**src/rtl/uart_tx_arbiter.sv**
```systemverilog
// Round-robin arbiter that shares one UART transmitter among NUM_REQ byte producers,
// with bounded bursts per grant and a watchdog on the transmitter's start handshake.
module uart_tx_arbiter #(
   parameter int NUM_REQ       = 4,
   parameter int DATA_WIDTH    = 8,
   parameter int MAX_BURST     = 4,
   parameter int START_TIMEOUT = 12000
) (
   input  logic                          clk,
   input  logic                          reset,
   input  logic [NUM_REQ-1:0]            req,
   input  logic [NUM_REQ*DATA_WIDTH-1:0] req_data,
   output logic [NUM_REQ-1:0]            req_ack,
   output logic [NUM_REQ-1:0]            grant,
   output logic                          tx_enable,
   output logic [DATA_WIDTH-1:0]         tx_data,
   input  logic                          tx_busy,
   output logic                          tx_timeout,
   output logic                          arb_busy
);

   localparam int PW = $clog2(NUM_REQ);
   localparam int BW = $clog2(MAX_BURST + 1);
   localparam int TW = $clog2(START_TIMEOUT + 1);

   localparam logic [PW-1:0]      LAST_REQ   = PW'(NUM_REQ - 1);
   localparam logic [BW-1:0]      LAST_BURST = BW'(MAX_BURST - 1);
   localparam logic [TW-1:0]      LAST_TICK  = TW'(START_TIMEOUT - 1);
   localparam logic [NUM_REQ-1:0] ONE_HOT0   = NUM_REQ'(1);

   typedef enum logic [1:0] {
      S_IDLE,
      S_START,
      S_SEND
   } state_t;

   state_t                r_state;
   state_t                w_state_next;
   logic [PW-1:0]         r_rr_ptr;
   logic [PW-1:0]         r_owner;
   logic [BW-1:0]         r_burst_cnt;
   logic [TW-1:0]         r_timer;
   logic [DATA_WIDTH-1:0] r_tx_data;
   logic [NUM_REQ-1:0]    r_grant;
   logic [NUM_REQ-1:0]    r_req_ack;
   logic                  r_tx_timeout;

   logic                  w_found;
   logic [PW-1:0]         w_sel;
   logic [PW-1:0]         w_scan_idx;
   logic                  w_capture;
   logic [PW-1:0]         w_cap_idx;
   logic [DATA_WIDTH-1:0] w_cap_data;
   logic                  w_release;
   logic                  w_timeout;
   logic [PW-1:0]         w_next_ptr;
   logic                  w_burst_more;

   // First requester at or after the round-robin pointer, wrapping modulo NUM_REQ.
   always_comb begin
      w_found    = 1'b0;
      w_sel      = '0;
      w_scan_idx = '0;
      for (int unsigned i = 0; i < NUM_REQ; i++) begin
         w_scan_idx = PW'((32'(r_rr_ptr) + i) % NUM_REQ);
         if (!w_found && req[w_scan_idx]) begin
            w_found = 1'b1;
            w_sel   = w_scan_idx;
         end
      end
   end

   assign w_next_ptr   = (r_owner == LAST_REQ) ? '0 : r_owner + PW'(1);
   assign w_burst_more = (r_burst_cnt != LAST_BURST);
   assign w_cap_data   = req_data[w_cap_idx*DATA_WIDTH +: DATA_WIDTH];

   always_ff @(posedge clk or posedge reset) begin
      if (reset) r_state <= S_IDLE;
      else       r_state <= w_state_next;
   end

   always_comb begin
      w_state_next = r_state;
      w_capture    = 1'b0;
      w_cap_idx    = w_sel;
      w_release    = 1'b0;
      w_timeout    = 1'b0;
      unique case (r_state)
         S_IDLE: begin
            if (!tx_busy && w_found) begin
               w_capture    = 1'b1;
               w_cap_idx    = w_sel;
               w_state_next = S_START;
            end
         end
         S_START: begin
            // A busy response on the final watchdog tick still counts as a start.
            if (tx_busy) begin
               w_state_next = S_SEND;
            end else if (r_timer == LAST_TICK) begin
               w_timeout    = 1'b1;
               w_release    = 1'b1;
               w_state_next = S_IDLE;
            end
         end
         S_SEND: begin
            if (!tx_busy) begin
               if (req[r_owner] && w_burst_more) begin
                  w_capture    = 1'b1;
                  w_cap_idx    = r_owner;
                  w_state_next = S_START;
               end else begin
                  w_release    = 1'b1;
                  w_state_next = S_IDLE;
               end
            end
         end
         default: w_state_next = S_IDLE;
      endcase
   end

   always_ff @(posedge clk or posedge reset) begin
      if (reset) begin
         r_rr_ptr     <= '0;
         r_owner      <= '0;
         r_burst_cnt  <= '0;
         r_timer      <= '0;
         r_tx_data    <= '0;
         r_grant      <= '0;
         r_req_ack    <= '0;
         r_tx_timeout <= 1'b0;
      end else begin
         r_req_ack    <= '0;
         r_tx_timeout <= w_timeout;
         if (w_capture) begin
            r_tx_data   <= w_cap_data;
            r_owner     <= w_cap_idx;
            r_grant     <= ONE_HOT0 << w_cap_idx;
            r_req_ack   <= ONE_HOT0 << w_cap_idx;
            r_timer     <= '0;
            r_burst_cnt <= (r_state == S_IDLE) ? '0 : r_burst_cnt + BW'(1);
         end else if (r_state == S_START) begin
            r_timer <= r_timer + TW'(1);
         end
         if (w_release) begin
            r_grant  <= '0;
            r_rr_ptr <= w_next_ptr;
         end
      end
   end

   assign req_ack    = r_req_ack;
   assign grant      = r_grant;
   assign tx_enable  = (r_state == S_START);
   assign tx_data    = r_tx_data;
   assign tx_timeout = r_tx_timeout;
   assign arb_busy   = (r_state != S_IDLE);

endmodule

```
**config.mk**
```make
export PLATFORM = sky130hd
export DESIGN_NAME = uart_tx_arbiter
export DESIGN_NICKNAME = d
export VERILOG_FILES = /design/src/rtl/uart_tx_arbiter.sv
export SDC_FILE = /design/constraint.sdc
export NUM_CORES = 1
export LEC_CHECK = 0
export CORE_MARGIN = 2
export CORE_UTILIZATION = 45
export CTS_BUF_LIST = sky130_fd_sc_hd__clkbuf_16
export DETAILED_ROUTE_END_ITERATION = 10
export HOLD_SLACK_MARGIN = 0.02
export PLACE_DENSITY = 0.79
export SYNTH_ARGS = -nofsm -noshare
export SYNTH_HDL_FRONTEND = slang
export SYNTH_SLANG_ARGS = --single-unit
```
**constraint.sdc**
```tcl
create_clock -name clk -period 4.09 [get_ports clk]
set_input_delay 0.409 -clock clk [delete_from_list [all_inputs] [get_ports clk]]
set_output_delay 0.409 -clock clk [all_outputs]
set_load 0.1 [all_outputs]
```
==> out/qor.csv <==
metric;value;unit
status;finished, final reports clean;
htree_levels;2;
critPathLaunchType;primary input;
critPathRequiredTime;4.27;ns
tns;0;ns
drv_cap;0;
leakagePower;1.31;nW
die_y;73.9;microns
critPathBufInv;1;
grt_pass1_wl;8110;microns
vias_per_cell;5.35;
area_delta_synth_final;36.0;%
clock-sinks;40;
core-area;4720;sq um
setup_viol;0;
maxSlewViolCount;0;
max_freq;360;MHz
relSlewSlack;0.322;
critPathTopFamily;compound AO/OA/AOI/OAI gates;
hold_path_class;flop to flop;
grt_max_degree;41;
final_util;0.633;
ctsHoldBuffers;0;
synthCells;235;
clk_latency;0.29;ns
syn_nets;282;
cpPeakStageDelay;0.78;ns
ant_nets;0;
rsz0062_at_grt;false;
synth_area;2200;sq um
worst_pin_slew;1.01;ns
synth_warnings;0;
drt_first_pass_iters;4;
post_synth.cell_area_avg;9.36;sq um
synthFlopType;dfrtp_1;
crit_arrival;2.96;ns
crit_fanout;11;
first_global_vias;1792;
slowest_stage;a22oi_1;
dpl_worst_slack;1.06;ns
synth_edf_count;0;
final.fill_count;386;
post_cts_buffers;0;
port_buffers;57;
drt_iter0_drc;125;
numCtsBuffers;5;
gp_congestion;0.866;
powerDensity;757;nW/um^2
dp.final_hpwl;3670;microns
rows;25;
drive_gt1_frac;0.0714;
cts_tree;yes;
cts-root-buf;clkbuf_16;
diodes;0;
post_cts_resized;0;
wl_per_cell;13.9;microns
drcViolationCount;0;
vias;1931;
io_pins;58;
dieWidth;73.9;microns
finalHoldViolCount;0;
period_minus_slack;2.78;ns
endpoint_kind;flop;
synth-seq-cells;40;
routed_wl;5010;microns
grtUsageTotal;0.195;
crit_chain;clkdlybuf4s50_1 > or3b_2 > o221ai_1 > o21ai_0 > a22oi_1 > a211oi_1 > a311oi_1;
yosysSeqAreaShare;0.455;
critPathKind;primary input to flop;
async_flop_share;1.00;
ir_drop;431;uV
path_clk_slew;0.06;ns
grt_overflow;0;
final_nets;340;
cts_buffer_depth;2;
antenna_found_initial;0;
die_area;5460;sq um
start_util;0.466;
skew;0.00805;ns
ys_types;46;
fin_crit_sh;0.680;
finalWorstSetupSlack;1.31;ns
-- area by class of cell --
cell class / instances / area, sq um / area share
clock buffers: 5 / 125 / 0.0418
inverters: 11 / 41.3 / 0.0138
repair buffers: 59 / 586 / 0.196
multi-input cells: 176 / 1110 / 0.370
well taps: 67 / 83.8 / 0.0280
flip-flops and latches: 40 / 1000 / 0.335
clock inverters: 3 / 47.5 / 0.0159
-- synthesized netlist by cell type, types with 2 or more instances --
master    count  share of area
a211oi_1      8          0.027
a21oi_1       8          0.018
a22oi_1       2         0.0068
a311oi_1      8          0.032
a32o_1        2         0.0091
and2_1        3         0.0085
and3_1       10          0.028
buf_2         4         0.0091
buf_6         2          0.010
clkbuf_1      2         0.0034
dfrtp_1      40           0.46
ha_1          8          0.046
inv_1        11          0.019
mux2_2        2          0.010
mux2_4        2          0.014
mux2i_1       2         0.0091
nand2_1      32          0.055
nand3_1       6          0.014
nand4_1       7          0.020
nor2_1       34          0.058
nor2b_1       2         0.0057
nor3_1        2         0.0046
o21ai_0       3         0.0068
or3_1         2         0.0057
xnor2_1       2         0.0080
xor2_1       11          0.044
-- stage by stage --
step	instance area, sq um	hold WS, ns	power, mW	instances
6_report	2990	0.499	2.26	361
5_1_grt	2990	0.506	2.37	361
4_1_cts	2990	0.502	2.28	361
3_5_place_dp	2820	0.488	1.82	353
3_3_place_gp	2820	0.484	1.79	353
2_1_floorplan	2200	0.463	1.53	235
-- worst paths after layout --
kind                                start              to  slack, ns  cells past startpoint
setup reg to reg           r_burst_cnt[0]      tx_data[5]       1.47                      7
min in group asynchronous           reset        grant[0]       0.54                      3
max in group asynchronous           reset      r_timer[0]       3.20                      3
hold reg to reg            r_burst_cnt[1]  r_burst_cnt[1]       0.50                      1
hold / removal             r_burst_cnt[1]  r_burst_cnt[1]       0.50                      1
setup / recovery                   req[2]      tx_data[5]       1.31                      7
-- metal layers --
| layer | GRT usage | share of wire | vias to the layer above |
|---|---|---|---|
| li1 | - | - | 943 |
| met1 | 0.232 | 0.43 | 914 |
| met2 | 0.336 | 0.50 | 68 |
| met3 | 0.0604 | 0.060 | 6 |
| met4 | 0.0646 | 0.012 | 0 |
| met5 | 0 | 0 | - |
-- cells in the final DEF (no fill, tap or decap), types with 2 or more instances in the layout --
cell type / n
clkdlybuf4s50_1: 57
dfrtp_1: 40
nor2_1: 34
nand2_1: 32
inv_1: 11
xor2_1: 11
and3_1: 10
a21oi_1: 8
a211oi_1: 8
a311oi_1: 8
ha_1: 8
nand4_1: 7
nand3_1: 6
clkbuf_16: 5
and2_1: 3
o21ai_0: 3
or3_1: 2
mux2_2: 2
nor3_1: 2
a32o_1: 2
mux2i_1: 2
mux2_4: 2
nor2b_1: 2
a22oi_1: 2
xnor2_1: 2
clkinv_4: 2
buf_4: 2
-- cell families (layout without fill, tap and decap cells) --
kind of cell / after synthesis / in the layout / synth area share
simple gates: 108 / 108 / 0.238
flops: 40 / 40 / 0.455
mux: 6 / 6 / 0.0330
xor+xnor: 13 / 13 / 0.0518
compound gates: 41 / 41 / 0.135
buf+inv: 19 / 78 / 0.0415
fa+ha+maj: 8 / 8 / 0.0455
-- power by group --
part | total [mW] | switching (mW) | internal (mW) | leakage, nW
Sequential | 0.590 | 0.0878 | 0.502 | 0.517
Clock | 0.455 | 0.165 | 0.290 | 0.0840
Combinational | 1.22 | 0.877 | 0.343 | 0.709
-- flip-flops by register name, indices dropped and copies added (netlist names) --
register     flops
r_state          2
r_rr_ptr         2
grant            4
r_timer         14
tx_timeout       1
r_owner          2
r_burst_cnt      3
req_ack          4
tx_data          8
(Power assumes the default switching activity.)
